===== config.mk =====
export PLATFORM = sky130hd
export DESIGN_NAME = tube_display_ctrl
export DESIGN_NICKNAME = d
export VERILOG_FILES = /design/src/rtl/tube_pkg.sv /design/src/rtl/tube_scroll_timer.sv /design/src/rtl/tube_display_ctrl.sv
export SDC_FILE = /design/constraint.sdc
export NUM_CORES = 1
export LEC_CHECK = 0
export CORE_ASPECT_RATIO = 2
export CORE_MARGIN = 5
export CORE_UTILIZATION = 55
export DETAILED_ROUTE_END_ITERATION = 10
export HOLD_SLACK_MARGIN = 0.02
export PLACE_DENSITY = 0.9
export SLEW_MARGIN = 20
export SYNTH_ARGS = -nofsm -noshare
export SYNTH_HDL_FRONTEND = slang
export SYNTH_SLANG_ARGS = --single-unit

===== constraint.sdc =====
create_clock -name clk -period 4.45 [get_ports clk]
set_input_delay 0.89 -clock clk [delete_from_list [all_inputs] [get_ports clk]]
set_output_delay 0.89 -clock clk [all_outputs]
set_load 0.1 [all_outputs]

===== src/rtl/tube_pkg.sv =====
// Shared register map, CTRL layout and FSM encoding for the tube display controller.
`timescale 1ns/1ps
package tube_pkg;

  localparam int unsigned WORD_W  = 32;
  localparam int unsigned HALF_W  = 16;
  localparam int unsigned CTRL_W  = 4;

  localparam logic [3:0] TUBE_DATA   = 4'h0;
  localparam logic [3:0] TUBE_CTRL   = 4'h4;
  localparam logic [3:0] TUBE_PERIOD = 4'h8;
  localparam logic [3:0] TUBE_STATUS = 4'hC;

  localparam int unsigned CTRL_ON     = 0;
  localparam int unsigned CTRL_SCROLL = 1;
  localparam int unsigned CTRL_SRC    = 2;
  localparam int unsigned CTRL_PAGE   = 3;

  // Field order mirrors the bit indices above (page is the MSB, on the LSB)
  typedef struct packed {
    logic page;
    logic src;
    logic scroll;
    logic on;
  } tube_ctrl_t;

  typedef enum logic [1:0] {
    OFF = 2'd0,
    LO  = 2'd1,
    HI  = 2'd2
  } tube_state_e;

  // Halfword presented to the tube for a given display state
  function automatic logic [HALF_W-1:0] shown_half(input tube_state_e st,
                                                   input logic [WORD_W-1:0] w);
    logic [HALF_W-1:0] s;
    case (st)
      LO:      s = w[HALF_W-1:0];
      HI:      s = w[WORD_W-1:HALF_W];
      default: s = '0;
    endcase
    return s;
  endfunction

endpackage


===== src/rtl/tube_scroll_timer.sv =====
// Scroll step timer: counts clk cycles while enabled and flags the cycle where count+1 reaches period.
`timescale 1ns/1ps
module tube_scroll_timer
  import tube_pkg::*;
(
  input  logic              clk,
  input  logic              rstn,
  input  logic              en,
  input  logic              clear,
  input  logic [WORD_W-1:0] period,
  output logic              toggle_c
);

  logic [WORD_W-1:0] cnt_q;
  logic              wrap;

  // count < period always holds while running, so count+1 cannot overflow
  assign wrap     = (period != '0) && ((cnt_q + WORD_W'(1)) == period);
  assign toggle_c = en && !clear && wrap;

  always_ff @(posedge clk or negedge rstn) begin
    if (!rstn) begin
      cnt_q <= '0;
    end else if (clear || !en || period == '0 || wrap) begin
      cnt_q <= '0;
    end else begin
      cnt_q <= cnt_q + WORD_W'(1);
    end
  end

endmodule


===== src/rtl/tube_display_ctrl.sv =====
// Bus slave that arbitrates a 32-bit word between CPU and debug sources and pages it onto a 16-bit tube driver.
`timescale 1ns/1ps
module tube_display_ctrl
  import tube_pkg::*;
#(
  parameter int unsigned CLK_HZ     = 25_000_000,
  parameter logic [31:0] PERIOD_RST = 32'd25_000_000
) (
  input  logic        clk,
  input  logic        rstn,
  input  logic        sel,
  input  logic        we,
  input  logic [3:0]  addr,
  input  logic [3:0]  byte_en,
  input  logic [31:0] wdata,
  output logic [31:0] rdata,
  input  logic        dbg_valid,
  input  logic [31:0] dbg_data,
  output logic        dbg_ready,
  output logic        tube_en,
  output logic [15:0] tube_data
);

  // Clock frequency is informational only
  localparam int unsigned UNUSED_CLK_HZ = CLK_HZ;

  logic [WORD_W-1:0] data_q, data_nxt;
  logic [WORD_W-1:0] period_q;
  logic [WORD_W-1:0] dbg_q;
  logic              dbg_held_q;
  tube_ctrl_t        ctrl_q, ctrl_nxt;
  tube_state_e       state_q;

  logic              wr, wr_data, wr_ctrl, wr_period;
  logic              dbg_fire;
  logic              scroll_en, scroll_clear, toggle_c;
  logic [WORD_W-1:0] word_w;
  logic [HALF_W-1:0] shown;
  logic              unused_addr_lsb;

  assign unused_addr_lsb = &{1'b0, addr[1:0]};

  // Bus decode; only addr[3:2] selects a register
  assign wr        = sel && we;
  assign wr_data   = wr && (addr[3:2] == TUBE_DATA[3:2]);
  assign wr_ctrl   = wr && (addr[3:2] == TUBE_CTRL[3:2]) && byte_en[0];
  assign wr_period = wr && (addr[3:2] == TUBE_PERIOD[3:2]) && (byte_en == 4'hF);

  // dbg_ready is the registered src bit, so a same-cycle CTRL write cannot affect a handshake
  assign dbg_ready = ctrl_q.src;
  assign dbg_fire  = dbg_valid && ctrl_q.src;

  always_comb begin
    data_nxt = data_q;
    if (wr_data) begin
      for (int b = 0; b < 4; b++) begin
        if (byte_en[b]) data_nxt[8*b +: 8] = wdata[8*b +: 8];
      end
    end
  end

  always_comb begin
    ctrl_nxt = ctrl_q;
    if (wr_ctrl) ctrl_nxt = tube_ctrl_t'(wdata[CTRL_W-1:0]);
  end

  always_ff @(posedge clk or negedge rstn) begin
    if (!rstn) begin
      data_q     <= '0;
      ctrl_q     <= '0;
      period_q   <= PERIOD_RST;
      dbg_q      <= '0;
      dbg_held_q <= 1'b0;
    end else begin
      data_q <= data_nxt;
      ctrl_q <= ctrl_nxt;
      if (wr_period) period_q <= wdata;
      if (dbg_fire) begin
        dbg_q      <= dbg_data;
        dbg_held_q <= 1'b1;
      end
    end
  end

  // Counter restarts on a PERIOD write and when scroll mode is switched on
  assign scroll_en    = ctrl_q.on && ctrl_q.scroll && (state_q != OFF);
  assign scroll_clear = wr_period || (ctrl_nxt.scroll && !ctrl_q.scroll);

  tube_scroll_timer u_timer (
    .clk      (clk),
    .rstn     (rstn),
    .en       (scroll_en),
    .clear    (scroll_clear),
    .period   (period_q),
    .toggle_c (toggle_c)
  );

  // Display FSM; decisions use the post-write CTRL so a CTRL write overrides a scroll step
  always_ff @(posedge clk or negedge rstn) begin
    if (!rstn) begin
      state_q <= OFF;
    end else if (!ctrl_nxt.on) begin
      state_q <= OFF;
    end else begin
      case (state_q)
        OFF: state_q <= LO;
        default: begin
          if (!ctrl_nxt.scroll) begin
            state_q <= ctrl_nxt.page ? HI : LO;
          end else if (toggle_c && !wr_ctrl) begin
            state_q <= (state_q == HI) ? LO : HI;
          end
        end
      endcase
    end
  end

  assign word_w = ctrl_q.src ? dbg_q : data_q;
  assign shown  = shown_half(state_q, word_w);

  // Load pulse accompanies every change of the registered halfword
  always_ff @(posedge clk or negedge rstn) begin
    if (!rstn) begin
      tube_data <= '0;
      tube_en   <= 1'b0;
    end else begin
      tube_data <= shown;
      tube_en   <= (shown != tube_data);
    end
  end

  always_comb begin
    rdata = '0;
    case (addr[3:2])
      TUBE_DATA[3:2]:   rdata = data_q;
      TUBE_CTRL[3:2]:   rdata = {(WORD_W-CTRL_W)'(0), ctrl_q};
      TUBE_PERIOD[3:2]: rdata = period_q;
      default:          rdata = {(WORD_W-2)'(0), dbg_held_q, state_q == HI};
    endcase
  end

endmodule

==> flow_summary.rst, run 1 <==
.. list-table::
   :header-rows: 1

   * - Metric
     - Value
   * - Element type at the critical path start
     - flip-flop
   * - Insertion delay to the later sink of the worst-skew pair
     - 430 ps
   * - Proportion of netlist area held by the largest area contributor
     - 41.85%
   * - Wire length of the first global-routing pass
     - 43.73 mm
   * - Cell at the root of the clock tree
     - sky130_fd_sc_hd__clkbuf_16
   * - Crit share post-route
     - 92.72%
   * - Average size of a mapped cell
     - 11.21 um^2
   * - Effective utilization at floorplan
     - 56.19%
   * - Endpoint required time on the critical path
     - 4820 ps
   * - Result of the run
     - finished, final reports clean
   * - Register area share after synthesis
     - 45.62%
   * - Height of the die
     - 184.5 um
   * - Layout filler cell count
     - 919
   * - Largest fanout on the critical path
     - 7
   * - Per-cell via count in the routed design
     - 6.390
   * - Number of top-level design ports
     - 127
   * - Area added between synthesis and finish
     - 28.65%
   * - Fmax achieved
     - 0.2424 GHz
   * - Type of destination of the critical path
     - flip-flop
   * - Initial DRT Pass Iterations
     - 5
   * - Met2 GRT Util
     - 58.28%
   * - Largest stage delay, worst path
     - 720 ps
   * - Pin count of the biggest net entering global routing
     - 97
   * - Max-cap violations
     - 0
   * - Total power density per cell area
     - 486.1 nW/um^2
   * - Fraction of final layout cells with drive strength greater than 1
     - 28.07%
   * - Total number of clock tree sinks
     - 152
   * - Final count of negative-setup-slack endpoints
     - 0
   * - Flip-flop and latch count after synthesis
     - 152
   * - Total clock buffers created by CTS
     - 17
   * - Number of enable flip-flop cells after synthesis
     - 0
   * - Post-CTS setup buffers
     - 0
   * - GR met3 Demand/Resource
     - 6.364%
   * - H-tree Lvls
     - 4
   * - DRT Wirelength
     - 28.46 mm
   * - Worst slew margin relative to its limit
     - 33.00%
   * - Cell family contributing the most delay on the critical path
     - simple AND/OR/NAND/NOR gates
   * - FFs w/ async S/R, synth
     - 100.0%
   * - Total core area
     - 14,900 um^2
   * - Post-synthesis compound-gate area fraction
     - 6.203%
   * - Number of unique standard cell types used by synthesis
     - 71
   * - IR Drop Worst-Case VDD
     - 0.4428 mV
   * - Number of hold violations in the final report
     - 0
   * - Vias in the first global route
     - 7,637
   * - DRC
     - 0
   * - Cells after synthesis
     - 747
   * - Lkg Pwr
     - 0.004573 uW
   * - Crit path arrival time
     - 4490 ps
   * - Total GRT Usage
     - 32.57%
   * - Die X-Extent
     - 97.23 um
   * - Fraction of the mapped netlist area in adder cells
     - 0.5979%
   * - Number of diodes added for antenna fixing
     - 0
   * - Std cell rows
     - 63
   * - Post-synthesis share of cell area spent on xor and xnor gates
     - 7.055%
   * - Slew @ Worst Pin
     - 1002 ps
   * - Leading register cell type out of synthesis
     - sky130_fd_sc_hd__dfrtp_1
   * - Total number of yosys warnings
     - 0
   * - NumNets Final
     - 948
   * - Worst hold path class
     - reg2reg
   * - Aggregate negative setup slack
     - 0 ps
   * - Met1 Use GR
     - 31.04%
   * - Die Area
     - 17,940 um^2
   * - Total half-perimeter wirelength after legalization and detailed placement
     - 20.42 mm
   * - Residual antenna-violating net count after detailed routing
     - 0
   * - Hold buffer count at CTS
     - 0
   * - Overall power
     - 5235 uW
   * - Combinational family with the most area after synthesis
     - multiplexers
   * - Cells resized by post-CTS repair
     - 0
   * - Total buffers and inverters traversed by the critical path
     - 0
   * - Min Hold Slack
     - 508.7 ps
   * - Cell chain of the critical path
     - ha_1 -> nand4_2 -> or4_1 -> or3_1 -> a22oi_2 -> nand4_1 -> or4_4 -> or4_4 -> a211oi_2 -> o21a_1
   * - Cell type contributing the most total cell area after synthesis
     - sky130_fd_sc_hd__dfrtp_1
   * - Cell type with the highest occurrence count on the critical path
     - sky130_fd_sc_hd__or4_4
   * - Highest-utilization routing layer at the global route stage
     - met2
   * - Via count of the routed design
     - 6,869
   * - DRC violation total after the first TritonRoute iteration
     - 612
   * - Cell type of the slowest stage on the worst timing path
     - sky130_fd_sc_hd__or4_1
   * - Number of I/O port buffers
     - 124
   * - Syn Std Cell Area
     - 8371 um^2
   * - CTS clk-pin slew, worst paths
     - 60 ps
   * - Final estimated routing congestion in global placement
     - 1.001
   * - Clk_skew
     - 10.48 ps
   * - RSZ-0062 raised after global routing
     - false
   * - Main area contributors after synthesis
     - sky130_fd_sc_hd__dfrtp_1, sky130_fd_sc_hd__mux2_2, sky130_fd_sc_hd__mux2i_1, sky130_fd_sc_hd__dfstp_2, sky130_fd_sc_hd__xor2_1
   * - TritonCTS clock tree
     - yes
   * - Crit Path Class
     - reg2reg
   * - Final period demand of the worst path
     - 4126 ps
   * - Net count after synthesis
     - 828
   * - Routed length per instance
     - 26.48 um
   * - Share of synthesized cell area in and, or, nand and nor gates
     - 15.26%
   * - CTS Buffer Depth
     - 2
   * - Multiplexer area fraction after synthesis
     - 22.06%
   * - Number of antenna violations at the first check in global routing
     - 0
   * - Remaining global-route overflow
     - 0
   * - Final max-slew violation count
     - 0
per-stage QoR:
stage	setup slack (ps)	util [%]	instances	instance area, um^2
global route	204.0	72.29	1075	10770
CTS	390.8	72.29	1075	10770
floorplan	32.22	-	747	8371
finish	323.9	72.29	1075	10770
detailed placement	484.9	67.99	1043	10130
global placement	570.5	67.99	1043	10130
Yosys cell counts, drive strengths merged (4+ instances only):
master,number
dfstp,12
mux2i,36
and4,4
nor3,12
buf,14
nand4,19
and2,6
nor2b,22
or4,8
o21ai,11
and3,13
nand2b,4
a21oi,7
xor2,34
nand2,29
dfrtp,140
nor4,24
or2,4
nand3,12
xnor2,23
or3,6
a2111oi,4
inv,14
nor2,69
a22oi,17
clkbuf,27
mux2,128
ha,4
sequential cells by signal, summed over array words and instances (netlist names):
| name | count |
|---|---|
| tube_data | 16 |
| ctrl_q | 3 |
| data_q | 32 |
| dbg_held_q | 1 |
| tube_en | 1 |
| u_timer.cnt_q | 32 |
| dbg_ready | 1 |
| dbg_q | 32 |
| state_q | 2 |
| period_q | 32 |
power breakdown:
group | total (uW) | internal, uW | switching, uW
Clock | 1580 | 988 | 594
Sequential | 1870 | 1640 | 232
Combinational | 1780 | 712 | 1070
final timing paths:
kind | start | endpoint | slack (ps) | cells after the start
max reg2reg | u_timer.cnt_q[0] | state_q[1] | 320 | 10
min in group asynchronous | rstn | dbg_q[4] | 560 | 1
min reg2reg | dbg_q[24] | dbg_q[24] | 510 | 1
min | dbg_q[24] | dbg_q[24] | 510 | 1
max in group asynchronous | rstn | period_q[24] | 2990 | 2
max | u_timer.cnt_q[0] | state_q[1] | 320 | 10
placed cells by master (no fill, tap or decap), types with 5 or more instances in the layout:
cell type and n:
sky130_fd_sc_hd__mux2i_1 36, sky130_fd_sc_hd__nand4_1 18, sky130_fd_sc_hd__o21ai_0 9, sky130_fd_sc_hd__nor2b_1 22, sky130_fd_sc_hd__nor2_1 69, sky130_fd_sc_hd__nand3_1 11, sky130_fd_sc_hd__and2_1 5, sky130_fd_sc_hd__nor4_1 23
sky130_fd_sc_hd__clkbuf_16 17, sky130_fd_sc_hd__or4_1 5, sky130_fd_sc_hd__dfrtp_1 140, sky130_fd_sc_hd__dfstp_2 12, sky130_fd_sc_hd__a22oi_1 16, sky130_fd_sc_hd__buf_4 18, sky130_fd_sc_hd__xor2_1 34, sky130_fd_sc_hd__and3_1 10
sky130_fd_sc_hd__nor3_1 12, sky130_fd_sc_hd__clkdlybuf4s50_1 89, sky130_fd_sc_hd__buf_12 34, sky130_fd_sc_hd__inv_1 14, sky130_fd_sc_hd__xnor2_1 23, sky130_fd_sc_hd__a21oi_1 7, sky130_fd_sc_hd__mux2_2 128, sky130_fd_sc_hd__nand2_1 29
cells by family (layout without fill, tap and decap cells):
group | after synthesis | after routing
and+or+nand+nor | 238 | 238
muxes | 166 | 166
DFF | 152 | 152
AOI/OAI and AO/OA | 70 | 70
xor gates and xnor gates | 61 | 61
buffers and inverters | 56 | 189
adders and majority gates | 4 | 4
area by class of cell:
type / count / area, um^2 / area share (%)
Clock buffer: 22 / 474.2 / 4.403
Clock inverter: 10 / 166.4 / 1.545
Inverter: 14 / 52.55 / 0.4880
Multi-Input combinational cell: 539 / 4290 / 39.84
Sequential cell: 152 / 3819 / 35.46
Tap cell: 195 / 244.0 / 2.266
Timing Repair Buffer: 143 / 1723 / 16.00
worst reg2reg max path, stage by stage (launching register included):
cell and delay [ps]:
sky130_fd_sc_hd__dfrtp_1 480, sky130_fd_sc_hd__ha_1 280, sky130_fd_sc_hd__nand4_2 230, sky130_fd_sc_hd__or4_1 720, sky130_fd_sc_hd__or3_1 520, sky130_fd_sc_hd__a22oi_2 190
sky130_fd_sc_hd__nand4_1 140, sky130_fd_sc_hd__or4_4 460, sky130_fd_sc_hd__or4_4 530, sky130_fd_sc_hd__a211oi_2 320, sky130_fd_sc_hd__o21a_1 180
per-layer routing:
metal / vias to the layer above / wire, um
met5: - / 0
met4: 0 / 3053
met3: 150 / 1556
met2: 383 / 14910
met1: 3381 / 8946
li1: 2955 / -
(Power assumes the default switching activity.)
==> run 2, diff against run 1 <==
CELL_PAD_IN_SITES_DETAIL_PLACEMENT = 1   (was default)
CELL_PAD_IN_SITES_GLOBAL_PLACEMENT = 2   (was default)
CORE_UTILIZATION = 36   (was 55)
==> run 2 against run 1 <==
Against the previous run:
- clock skew decreased by 2.1 ps
- critical path depth is the same
- non-clock buffer count grew 1
- first-iteration DRC count down 56%
- setup slack gained 60 ps
- maximum frequency rose by 1.5%
- critical endpoint unchanged
==> flow_summary.rst, run 2 (synthesis results as in run 1) <==
.. list-table::
   :header-rows: 1

   * - Metric
     - Value
   * - Pin count of the biggest net entering global routing
     - 99
   * - CTS Buffer Depth
     - 2
   * - NumNets Final
     - 949
   * - Final max-slew violation count
     - 0
   * - Commonest non-fill, non-tap cells in the layout
     - sky130_fd_sc_hd__dfrtp_1, sky130_fd_sc_hd__mux2_2, sky130_fd_sc_hd__clkdlybuf4s50_1
   * - Final count of negative-setup-slack endpoints
     - 0
   * - Largest fanout on the critical path
     - 7
   * - Final estimated routing congestion in global placement
     - 0.9155
   * - Crit Path Class
     - reg2reg
   * - Die X-Extent
     - 117.8 um
   * - Layout filler cell count
     - 2,542
   * - Remaining global-route overflow
     - 0
   * - Non-Filler Cell Area, Final
     - 10,420 um^2
   * - Endpoint required time on the critical path
     - 4820 ps
   * - Residual antenna-violating net count after detailed routing
     - 0
   * - DRT Wirelength
     - 29.85 mm
   * - Result of the run
     - finished, final reports clean
   * - Fraction of final layout cells with drive strength greater than 1
     - 28.04%
   * - Die Area
     - 26,590 um^2
   * - IR Drop Worst-Case VDD
     - 0.3469 mV
   * - Hold buffer count at CTS
     - 0
   * - Area added between synthesis and finish
     - 24.53%
   * - Effective utilization at floorplan
     - 36.19%
   * - Vias in the first global route
     - 7,399
   * - Routed length per instance
     - 25.64 um
   * - Number of diodes added for antenna fixing
     - 0
   * - Register-to-Register Setup Slack
     - 380 ps
   * - Number of top-level design ports
     - 127
   * - Area taken by multi-input logic gates
     - 4290 um^2
   * - Total number of clock tree sinks
     - 152
   * - Final period demand of the worst path
     - 4066 ps
   * - H-tree Lvls
     - 4
   * - Type of destination of the critical path
     - flip-flop
   * - Clk_skew
     - 8.419 ps
   * - Largest stage delay, worst path
     - 700 ps
   * - Insertion delay to the later sink of the worst-skew pair
     - 440 ps
   * - Crit share post-route
     - 91.37%
   * - Total core area
     - 23,130 um^2
   * - DRC
     - 0
   * - Area post-placement
     - 9853 um^2
   * - Via count of the routed design
     - 6,558
   * - Number of I/O port buffers
     - 124
   * - Element type at the critical path start
     - flip-flop
   * - Cell type with the highest occurrence count on the critical path
     - sky130_fd_sc_hd__or4_4
   * - Height of the die
     - 225.6 um
   * - Worst hold path class
     - in2async
   * - Sequential Area
     - 3820 um^2
   * - Total power density per cell area
     - 479.4 nW/um^2
   * - Post-CTS setup buffers
     - 0
   * - Total half-perimeter wirelength after legalization and detailed placement
     - 22.81 mm
   * - Crit path arrival time
     - 4440 ps
   * - Post-route worst setup slack
     - 384.3 ps
   * - Total buffers and inverters traversed by the critical path
     - 0
   * - Min Hold Slack
     - 416.4 ps
   * - Aggregate negative setup slack
     - 0 ps
   * - Total GRT Usage
     - 22.59%
   * - RSZ-0062 raised after global routing
     - false
   * - Std cell rows
     - 79
   * - Number of hold violations in the final report
     - 0
   * - Max-cap violations
     - 0
   * - Initial DRT Pass Iterations
     - 4
   * - Slew @ Worst Pin
     - 1005 ps
   * - Cell chain of the critical path
     - ha_1 -> nand4_2 -> or4_1 -> or3_1 -> a22oi_2 -> nand4_1 -> or4_4 -> or4_4 -> a211oi_2 -> o21a_1
   * - CTS clk-pin slew, worst paths
     - 60 ps
   * - Cell family contributing the most delay on the critical path
     - simple AND/OR/NAND/NOR gates
   * - Worst slew margin relative to its limit
     - 32.77%
   * - TritonCTS clock tree
     - yes
   * - Per-cell via count in the routed design
     - 5.634
   * - Pre-CTS setup slack
     - 425.1 ps
   * - Wire length of the first global-routing pass
     - 45.11 mm
   * - Number of antenna violations at the first check in global routing
     - 0
   * - Cells resized by post-CTS repair
     - 0
   * - Most common library cell in the layout ignoring fill and taps
     - sky130_fd_sc_hd__dfrtp_1
   * - Worst r2r path cells
     - 10
   * - Total clock buffers created by CTS
     - 17
   * - Lkg Pwr
     - 0.004454 uW
   * - Critical register-to-register path startpoint
     - u_timer.cnt_q[0]
   * - DRC violation total after the first TritonRoute iteration
     - 267
   * - Cell at the root of the clock tree
     - sky130_fd_sc_hd__clkbuf_16
   * - Fmax achieved
     - 0.2460 GHz
   * - Critical R2R Capture
     - state_q[1]
   * - Cell type of the slowest stage on the worst timing path
     - sky130_fd_sc_hd__or4_1
run 2: changes by cell type in the layout (fill, tap and decap cells not counted), moves of 2 or more:
cell                         before  now
sky130_fd_sc_hd__buf_4           18   50
sky130_fd_sc_hd__clkinv_2         1    4
sky130_fd_sc_hd__bufinv_16        4    2
sky130_fd_sc_hd__clkbuf_1         2    5
sky130_fd_sc_hd__buf_12          34    3
sky130_fd_sc_hd__inv_6            2    0
sky130_fd_sc_hd__clkinvlp_4       2    0
run 2: worst max-delay path by stage:
| stage | from | depth (start not counted) | end |
|---|---|---|---|
| floorplan | addr[3] | 3 | rdata[3] |
| global placement | u_timer.cnt_q[0] | 10 | state_q[1] |
| detailed placement | u_timer.cnt_q[0] | 10 | state_q[1] |
| CTS | u_timer.cnt_q[0] | 10 | state_q[1] |
| global route | u_timer.cnt_q[0] | 10 | state_q[1] |
| finish | u_timer.cnt_q[0] | 10 | state_q[1] |
run 2: final cells by class:
cell class	count	share of cell area [%]
clock buffers	24	4.525
clock inverters	8	0.9363
inverters	14	0.5041
multi-input cells	539	41.16
flip-flops and latches	152	36.65
well taps	283	3.397
repair buffers	144	12.83
run 2: worst register-to-register path, stage by stage (launching register included):
cell                       delay (ps)
sky130_fd_sc_hd__dfrtp_1          480
sky130_fd_sc_hd__ha_1             290
sky130_fd_sc_hd__nand4_2          240
sky130_fd_sc_hd__or4_1            700
sky130_fd_sc_hd__or3_1            540
sky130_fd_sc_hd__a22oi_2          190
sky130_fd_sc_hd__nand4_1          140
sky130_fd_sc_hd__or4_4            470
sky130_fd_sc_hd__or4_4            530
sky130_fd_sc_hd__a211oi_2         270
sky130_fd_sc_hd__o21a_1           160
run 2: stage by stage:
stage | instances | total power, uW | util (%)
after floorplan | 747 | 2971 | -
after detailed placement | 1132 | 3568 | 42.60
final | 1164 | 4998 | 45.07
after global routing | 1164 | 5183 | 45.07
after CTS | 1164 | 5030 | 45.06
after global placement | 1132 | 3515 | 42.60
run 2: power breakdown:
group | switching (uW) | total [uW] | internal, uW
combinational | 1050 | 1690 | 631
clock | 580 | 1430 | 853
sequential | 238 | 1880 | 1640
total | 1870 | 5000 | 3130
run 2: per-layer routing:
| layer | vias to the layer above | global-route usage (%) | part of all wire, % |
|---|---|---|---|
| met5 | - | 0 | 0 |
| met4 | 0 | 17.33 | 8.3 |
| met3 | 91 | 3.709 | 2.7 |
| met2 | 192 | 42.25 | 55 |
| met1 | 3330 | 21.69 | 34 |
| li1 | 2945 | - | - |
